$ cat src/rtl/agc_arith_pkg.sv
// Shared arithmetic definitions for the AGC ALU: word width, divider FSM states,
// and one's-complement magnitude/sign helpers.
package agc_arith_pkg;

  localparam int NUM_BIT = 15;
  localparam int CNT_W   = $clog2(NUM_BIT);

  typedef enum logic [1:0] {
    IDLE = 2'd0,
    CALC = 2'd1,
    DONE = 2'd2
  } div_state_t;

  function automatic logic [NUM_BIT-2:0] oc_mag(input logic [NUM_BIT-1:0] word);
    return word[NUM_BIT-1] ? ~word[NUM_BIT-2:0] : word[NUM_BIT-2:0];
  endfunction

  function automatic logic [2*NUM_BIT-2:0] oc_mag_dw(input logic [2*NUM_BIT-1:0] word);
    return word[2*NUM_BIT-1] ? ~word[2*NUM_BIT-2:0] : word[2*NUM_BIT-2:0];
  endfunction

  // Negative zero is produced deliberately when the sign is set on a zero magnitude.
  function automatic logic [NUM_BIT-1:0] oc_apply_sign(input logic [NUM_BIT-2:0] mag,
                                                       input logic sign);
    return sign ? ~{1'b0, mag} : {1'b0, mag};
  endfunction

endpackage

$ cat src/rtl/ones_comp_seq_div_if.sv
// Operand/result handshake bundle for the sequential one's-complement divider.
interface ones_comp_seq_div_if;
  import agc_arith_pkg::*;

  logic                   in_valid;
  logic                   in_ready;
  logic [2*NUM_BIT-1:0]   numer;
  logic [NUM_BIT-1:0]     denom;
  logic                   out_valid;
  logic                   out_ready;
  logic [NUM_BIT-1:0]     quot;
  logic [NUM_BIT-1:0]     remain;
  logic                   div_by_zero;
  logic                   overflow_flag;

  modport master (
    output in_valid, numer, denom, out_ready,
    input  in_ready, out_valid, quot, remain, div_by_zero, overflow_flag
  );

  modport slave (
    input  in_valid, numer, denom, out_ready,
    output in_ready, out_valid, quot, remain, div_by_zero, overflow_flag
  );

endinterface

$ cat src/rtl/div_restore_step.sv
// One restoring-division step: shift in the next dividend bit, trial-subtract the divisor.
module div_restore_step
  import agc_arith_pkg::*;
(
  input  logic [NUM_BIT-1:0] p,
  input  logic               next_bit,
  input  logic [NUM_BIT-2:0] dmag,
  output logic [NUM_BIT-1:0] p_next,
  output logic               qbit
);

  logic [NUM_BIT:0]   t;
  logic [NUM_BIT-1:0] diff;

  assign t    = {p, next_bit};
  assign qbit = (t >= {2'b00, dmag});
  // With p < dmag on entry, t < 2*dmag, so the difference always fits in the low NUM_BIT bits.
  assign diff   = t[NUM_BIT-1:0] - {1'b0, dmag};
  assign p_next = qbit ? diff : t[NUM_BIT-1:0];

endmodule

$ cat src/rtl/ones_comp_seq_div.sv
// Sequential restoring divider: 2*NUM_BIT one's-complement dividend by NUM_BIT divisor,
// one quotient bit per clock, valid/ready on both sides, results held until consumed.
module ones_comp_seq_div
  import agc_arith_pkg::*;
(
  input  logic                clk,
  input  logic                rst_n,
  ones_comp_seq_div_if.slave  bus
);

  localparam logic [CNT_W-1:0]   LAST_STEP = CNT_W'(NUM_BIT-2);
  localparam logic [NUM_BIT-2:0] MAG_MAX   = '1;

  div_state_t           state;
  logic [CNT_W-1:0]     count;
  logic [NUM_BIT-1:0]   p_reg;
  logic [NUM_BIT-2:0]   shreg;
  logic [NUM_BIT-2:0]   dmag_reg;
  logic                 qsign;
  logic                 rsign;
  logic                 out_valid_r;
  logic [NUM_BIT-1:0]   quot_r;
  logic [NUM_BIT-1:0]   remain_r;
  logic                 dbz_r;
  logic                 ovf_r;

  logic [2*NUM_BIT-2:0] nmag_in;
  logic [NUM_BIT-2:0]   dmag_in;
  logic [NUM_BIT-1:0]   p_in;
  logic                 dbz_in;
  logic                 ovf_in;
  logic [NUM_BIT-1:0]   p_next;
  logic                 qbit;

  assign nmag_in = oc_mag_dw(bus.numer);
  assign dmag_in = oc_mag(bus.denom);
  assign p_in    = nmag_in[2*NUM_BIT-2:NUM_BIT-1];
  assign dbz_in  = (dmag_in == '0);
  assign ovf_in  = !dbz_in && (p_in >= {1'b0, dmag_in});

  // The shift register feeds dividend bits out of its MSB while quotient bits fill its LSB.
  div_restore_step u_step (
    .p        (p_reg),
    .next_bit (shreg[NUM_BIT-2]),
    .dmag     (dmag_reg),
    .p_next   (p_next),
    .qbit     (qbit)
  );

  always_ff @(posedge clk) begin
    if (!rst_n) begin
      state       <= IDLE;
      count       <= '0;
      p_reg       <= '0;
      shreg       <= '0;
      dmag_reg    <= '0;
      qsign       <= 1'b0;
      rsign       <= 1'b0;
      out_valid_r <= 1'b0;
      quot_r      <= '0;
      remain_r    <= '0;
      dbz_r       <= 1'b0;
      ovf_r       <= 1'b0;
    end else begin
      case (state)
        IDLE: begin
          if (bus.in_valid) begin
            p_reg    <= p_in;
            shreg    <= nmag_in[NUM_BIT-2:0];
            dmag_reg <= dmag_in;
            qsign    <= bus.numer[2*NUM_BIT-1] ^ bus.denom[NUM_BIT-1];
            rsign    <= bus.numer[2*NUM_BIT-1];
            count    <= '0;
            dbz_r    <= dbz_in;
            ovf_r    <= ovf_in;
            state    <= (dbz_in || ovf_in) ? DONE : CALC;
          end
        end
        CALC: begin
          p_reg <= p_next;
          shreg <= {shreg[NUM_BIT-3:0], qbit};
          count <= count + 1'b1;
          if (count == LAST_STEP) begin
            state <= DONE;
          end
        end
        DONE: begin
          // First DONE cycle registers the signed results; later cycles wait for the consumer.
          if (!out_valid_r) begin
            out_valid_r <= 1'b1;
            if (dbz_r || ovf_r) begin
              quot_r   <= oc_apply_sign(MAG_MAX, qsign);
              remain_r <= '0;
            end else begin
              quot_r   <= oc_apply_sign(shreg, qsign);
              remain_r <= oc_apply_sign(p_reg[NUM_BIT-2:0], rsign);
            end
          end else if (bus.out_ready) begin
            out_valid_r <= 1'b0;
            state       <= IDLE;
          end
        end
        default: state <= IDLE;
      endcase
    end
  end

  assign bus.in_ready      = (state == IDLE);
  assign bus.out_valid     = out_valid_r;
  assign bus.quot          = quot_r;
  assign bus.remain        = remain_r;
  assign bus.div_by_zero   = dbz_r;
  assign bus.overflow_flag = ovf_r;

endmodule

$ cat src/flat_wrapper.sv
// flat-port wrapper written by rule: the top's interface ports become plain ports
module ones_comp_seq_div_flat import agc_arith_pkg::*;
  (clk, rst_n, bus_in_valid, bus_numer, bus_denom, bus_out_ready, bus_in_ready, bus_out_valid, bus_quot, bus_remain, bus_div_by_zero, bus_overflow_flag);
  ones_comp_seq_div_if bus_i ();
  input  logic clk;
  input  logic rst_n;
  input wire logic [$bits(bus_i.in_valid)-1:0] bus_in_valid;
  input wire logic [$bits(bus_i.numer)-1:0] bus_numer;
  input wire logic [$bits(bus_i.denom)-1:0] bus_denom;
  input wire logic [$bits(bus_i.out_ready)-1:0] bus_out_ready;
  output wire logic [$bits(bus_i.in_ready)-1:0] bus_in_ready;
  output wire logic [$bits(bus_i.out_valid)-1:0] bus_out_valid;
  output wire logic [$bits(bus_i.quot)-1:0] bus_quot;
  output wire logic [$bits(bus_i.remain)-1:0] bus_remain;
  output wire logic [$bits(bus_i.div_by_zero)-1:0] bus_div_by_zero;
  output wire logic [$bits(bus_i.overflow_flag)-1:0] bus_overflow_flag;
  assign bus_i.in_valid = bus_in_valid;
  assign bus_i.numer = bus_numer;
  assign bus_i.denom = bus_denom;
  assign bus_i.out_ready = bus_out_ready;
  assign bus_in_ready = bus_i.in_ready;
  assign bus_out_valid = bus_i.out_valid;
  assign bus_quot = bus_i.quot;
  assign bus_remain = bus_i.remain;
  assign bus_div_by_zero = bus_i.div_by_zero;
  assign bus_overflow_flag = bus_i.overflow_flag;
  ones_comp_seq_div u_core (.clk(clk), .rst_n(rst_n), .bus(bus_i));
endmodule
$ cat config.mk
export PLATFORM = sky130hd
export DESIGN_NAME = ones_comp_seq_div_flat
export DESIGN_NICKNAME = d
export VERILOG_FILES = /design/src/rtl/agc_arith_pkg.sv /design/src/rtl/ones_comp_seq_div_if.sv /design/src/rtl/div_restore_step.sv /design/src/rtl/ones_comp_seq_div.sv /design/src/flat_wrapper.sv
export SDC_FILE = /design/constraint.sdc
export NUM_CORES = 1
export LEC_CHECK = 0
export CAP_MARGIN = 10
export CORE_UTILIZATION = 45
export CTS_CLUSTER_SIZE = 30
export DETAILED_ROUTE_END_ITERATION = 10
export GPL_ROUTABILITY_DRIVEN = 0
export PLACE_DENSITY_LB_ADDON = 0.3
export SYNTH_ARGS = -nofsm -noshare
export SYNTH_HDL_FRONTEND = slang
export SYNTH_SLANG_ARGS = --single-unit
$ cat constraint.sdc
create_clock -name clk -period 4.4 [get_ports clk]
set_input_delay 0.88 -clock clk [delete_from_list [all_inputs] [get_ports clk]]
set_output_delay 0.88 -clock clk [all_outputs]
set_load 0.01 [all_outputs]
==> reports/qor.yml <==
max_freq_mhz: 284
drtIter0Drc: 437
mostFrequentLayoutCell: "nand2_1"
firstDrtPassIters: 6
cts_hold_buffers: 0
cts_tree: "yes"
root_buffer: "clkbuf_16"
crit_fanout: 21
initial_utilization_pct: 46.4
layout-drive-gt1-share_pct: 4.34
period_needed_ps: 3520
worstPathArrival_ps: 3810
multiInputGateArea_um2: 3380
setup_viol: 0
grt_overflow_total: 0
setup_ws_ps: 883
fin_crit_sh_pct: 79.9
avgRoutedWirePerCell_um: 15.9
start_kind: "input port"
cts_num_sinks: 84
register_area_um2: 1680
maxSlewViolCount: 0
worstPathBufferInverterCount: 3
leakagePower_nw: 2.66
rows: 39
syn2layout_area_growth_pct: 20.9
grt_max_degree: 62
stdcell_area_um2: 6420
post-route-drc-count: 0
syn_nets: 741
yosysWarnings: 0
status: "completed"
placed_area_um2: 6160
cts_inserted_buffers: 9
die_h_um: 111
synth_area_leader_cell: "dfxtp_1"
synth_cell_types: 53
viasPerCell: 5.66
grt_usage_pct: 22.5
layout.cells.non_filler: 857
hold_viol_final: 0
dp_slack_ps: 501
place_hpwl_um: 10100
synthCells: 661
wirelength_um: 13600
tns_ps: 0
cts_setup_buffers: 0
synth_edf_count: 0
yosysSeqAreaShare_pct: 31.6
power_density_nw_per_um2: 478
synth.area.top_cells: "dfxtp_1 32%, xor2_1 10%, ha_1 7.1%"
synth_top_area_share_pct: 31.6
die-area_um2: 12300
cpPeakStageDelay_ps: 450
num_io_pins: 83
cpMostUsedCell: "a21oi_1"
end_kind: "flop"
nets: 790
path_class: "input port to flop"
n_fill_cell: 1059
max-slew-margin-rel_pct: 33.8
clk-insertion-delay-late_ps: 350
vias: 4851
rsz0062_at_grt: "no"
antenna_found_initial: 0
grt_pass1_vias: 4623
hold_class: "flop to flop"
cts.clk_slew.worst_paths_ps: 60
skew_ps: 9.02
avgSynthCellArea_um2: 8.04
diodes: 0
worst_hold_slack_ps: 464
vdd_ir_drop_max_v: 0.000299
clockBufferDepth: 2
grt_pass1_wl_um: 22500
cp_top_family: "compound AO/OA/AOI/OAI gates"
fp.dieW_um: 111
yosys_register_bits: 84
portBuffers: 82
h-tree-depth: 3
path_cells: "clkdlybuf4s50_1 -> buf_4 -> xor2_1 -> inv_1 -> ha_1 -> a21oi_1 -> o21ai_0 -> a2111oi_0 -> a21oi_1 -> o41ai_1 -> o41a_1 -> a41o_1"
syn-cell-area_um2: 5320
worstPathRequired_ps: 4690
tightestPinTransition_ps: 993
postSynth.asyncResetShare_pct: 0
post_cts_resize_count: 0
final_cell_mix: "85 x nand2_1, 84 x dfxtp_1, 80 x clkdlybuf4s50_1"
coreArea_um2: 11500
ant_nets: 0
crit_slowest_cell: "clkdlybuf4s50_1"
dp_cells: 842
ys_dominant_reg_cell: "dfxtp_1"
cap_violations: 0
==> report_power, final <==
group	leakage, nW	switching (mW)	internal (mW)
Sequential	0.688	0.123	0.880
Clock	0.131	0.312	0.379
Combinational	1.84	0.812	0.565
Total	2.66	1.25	1.82
==> per-layer routing <==
layer / GRT usage, % / routed length, µm
met1: 30.5 / 6360
met2: 34.6 / 5980
met3: 5.03 / 1010
met5: 0 / 0
met4: 8.80 / 287
==> worst register-to-register path, cell delays in order, from the launching register on <==
cell	delay (ps)
dfxtp_1	330
inv_1	50
ha_1	390
a21oi_1	260
o21ai_0	200
a211oi_1	410
and2_1	750
o21ai_0	200
a222oi_1	340
nor2b_1	80
==> metrics by stage <==
stage                     power, mW  utilization [%]
final                          3.07             56.0
after global routing           3.28             56.0
after CTS                      3.05             56.0
after detailed placement       2.37             53.7
after global placement         2.33             53.7
after floorplan                1.99                -
==> layout make-up <==
cell class / count / area share (%)
clock buffer: 9 / 3.51
tap: 143 / 2.78
sequential: 84 / 26.2
timing repair buffer: 87 / 13.2
multi-input combinational: 508 / 52.5
inverter: 20 / 1.17
clock inverter: 6 / 0.623
==> cells in the mapped netlist (5+ instances only) <==
cell type / n
xnor2_1: 18
a211oi_1: 8
nor3_1: 19
buf_2: 6
nand3_1: 27
buf_1: 8
dfxtp_1: 84
nor2_1: 47
inv_1: 20
o21ai_0: 37
nor2b_1: 18
nand2b_1: 5
o211ai_1: 6
clkbuf_1: 35
ha_1: 30
nand2_1: 85
and2_1: 19
a21oi_1: 19
a21boi_0: 21
xor2_1: 63
o211a_1: 15
nand4_1: 6
a222oi_1: 14
==> worst paths after layout <==
check	from	endpoint	slack, ps	depth (start not counted)
hold reg to reg	u_core.bus.remain[8]	u_core.bus.remain[8]	460	2
setup reg to reg	u_core.dmag_reg[11]	u_core.p_reg[1]	1260	9
hold / removal	u_core.bus.remain[8]	u_core.bus.remain[8]	460	2
setup / recovery	bus_denom[14]	u_core.state[0]	880	12
==> cells by family after synthesis <==
group                    synth area share, %
XOR/XNOR                                13.3
AND/OR/NAND/NOR                         22.0
flip-flops                              31.6
buffers and inverters                   5.01
AO/OA/AOI/OAI                           20.6
adder cells (fa/ha/maj)                 7.44
Power figures use the tool's default switching activity.
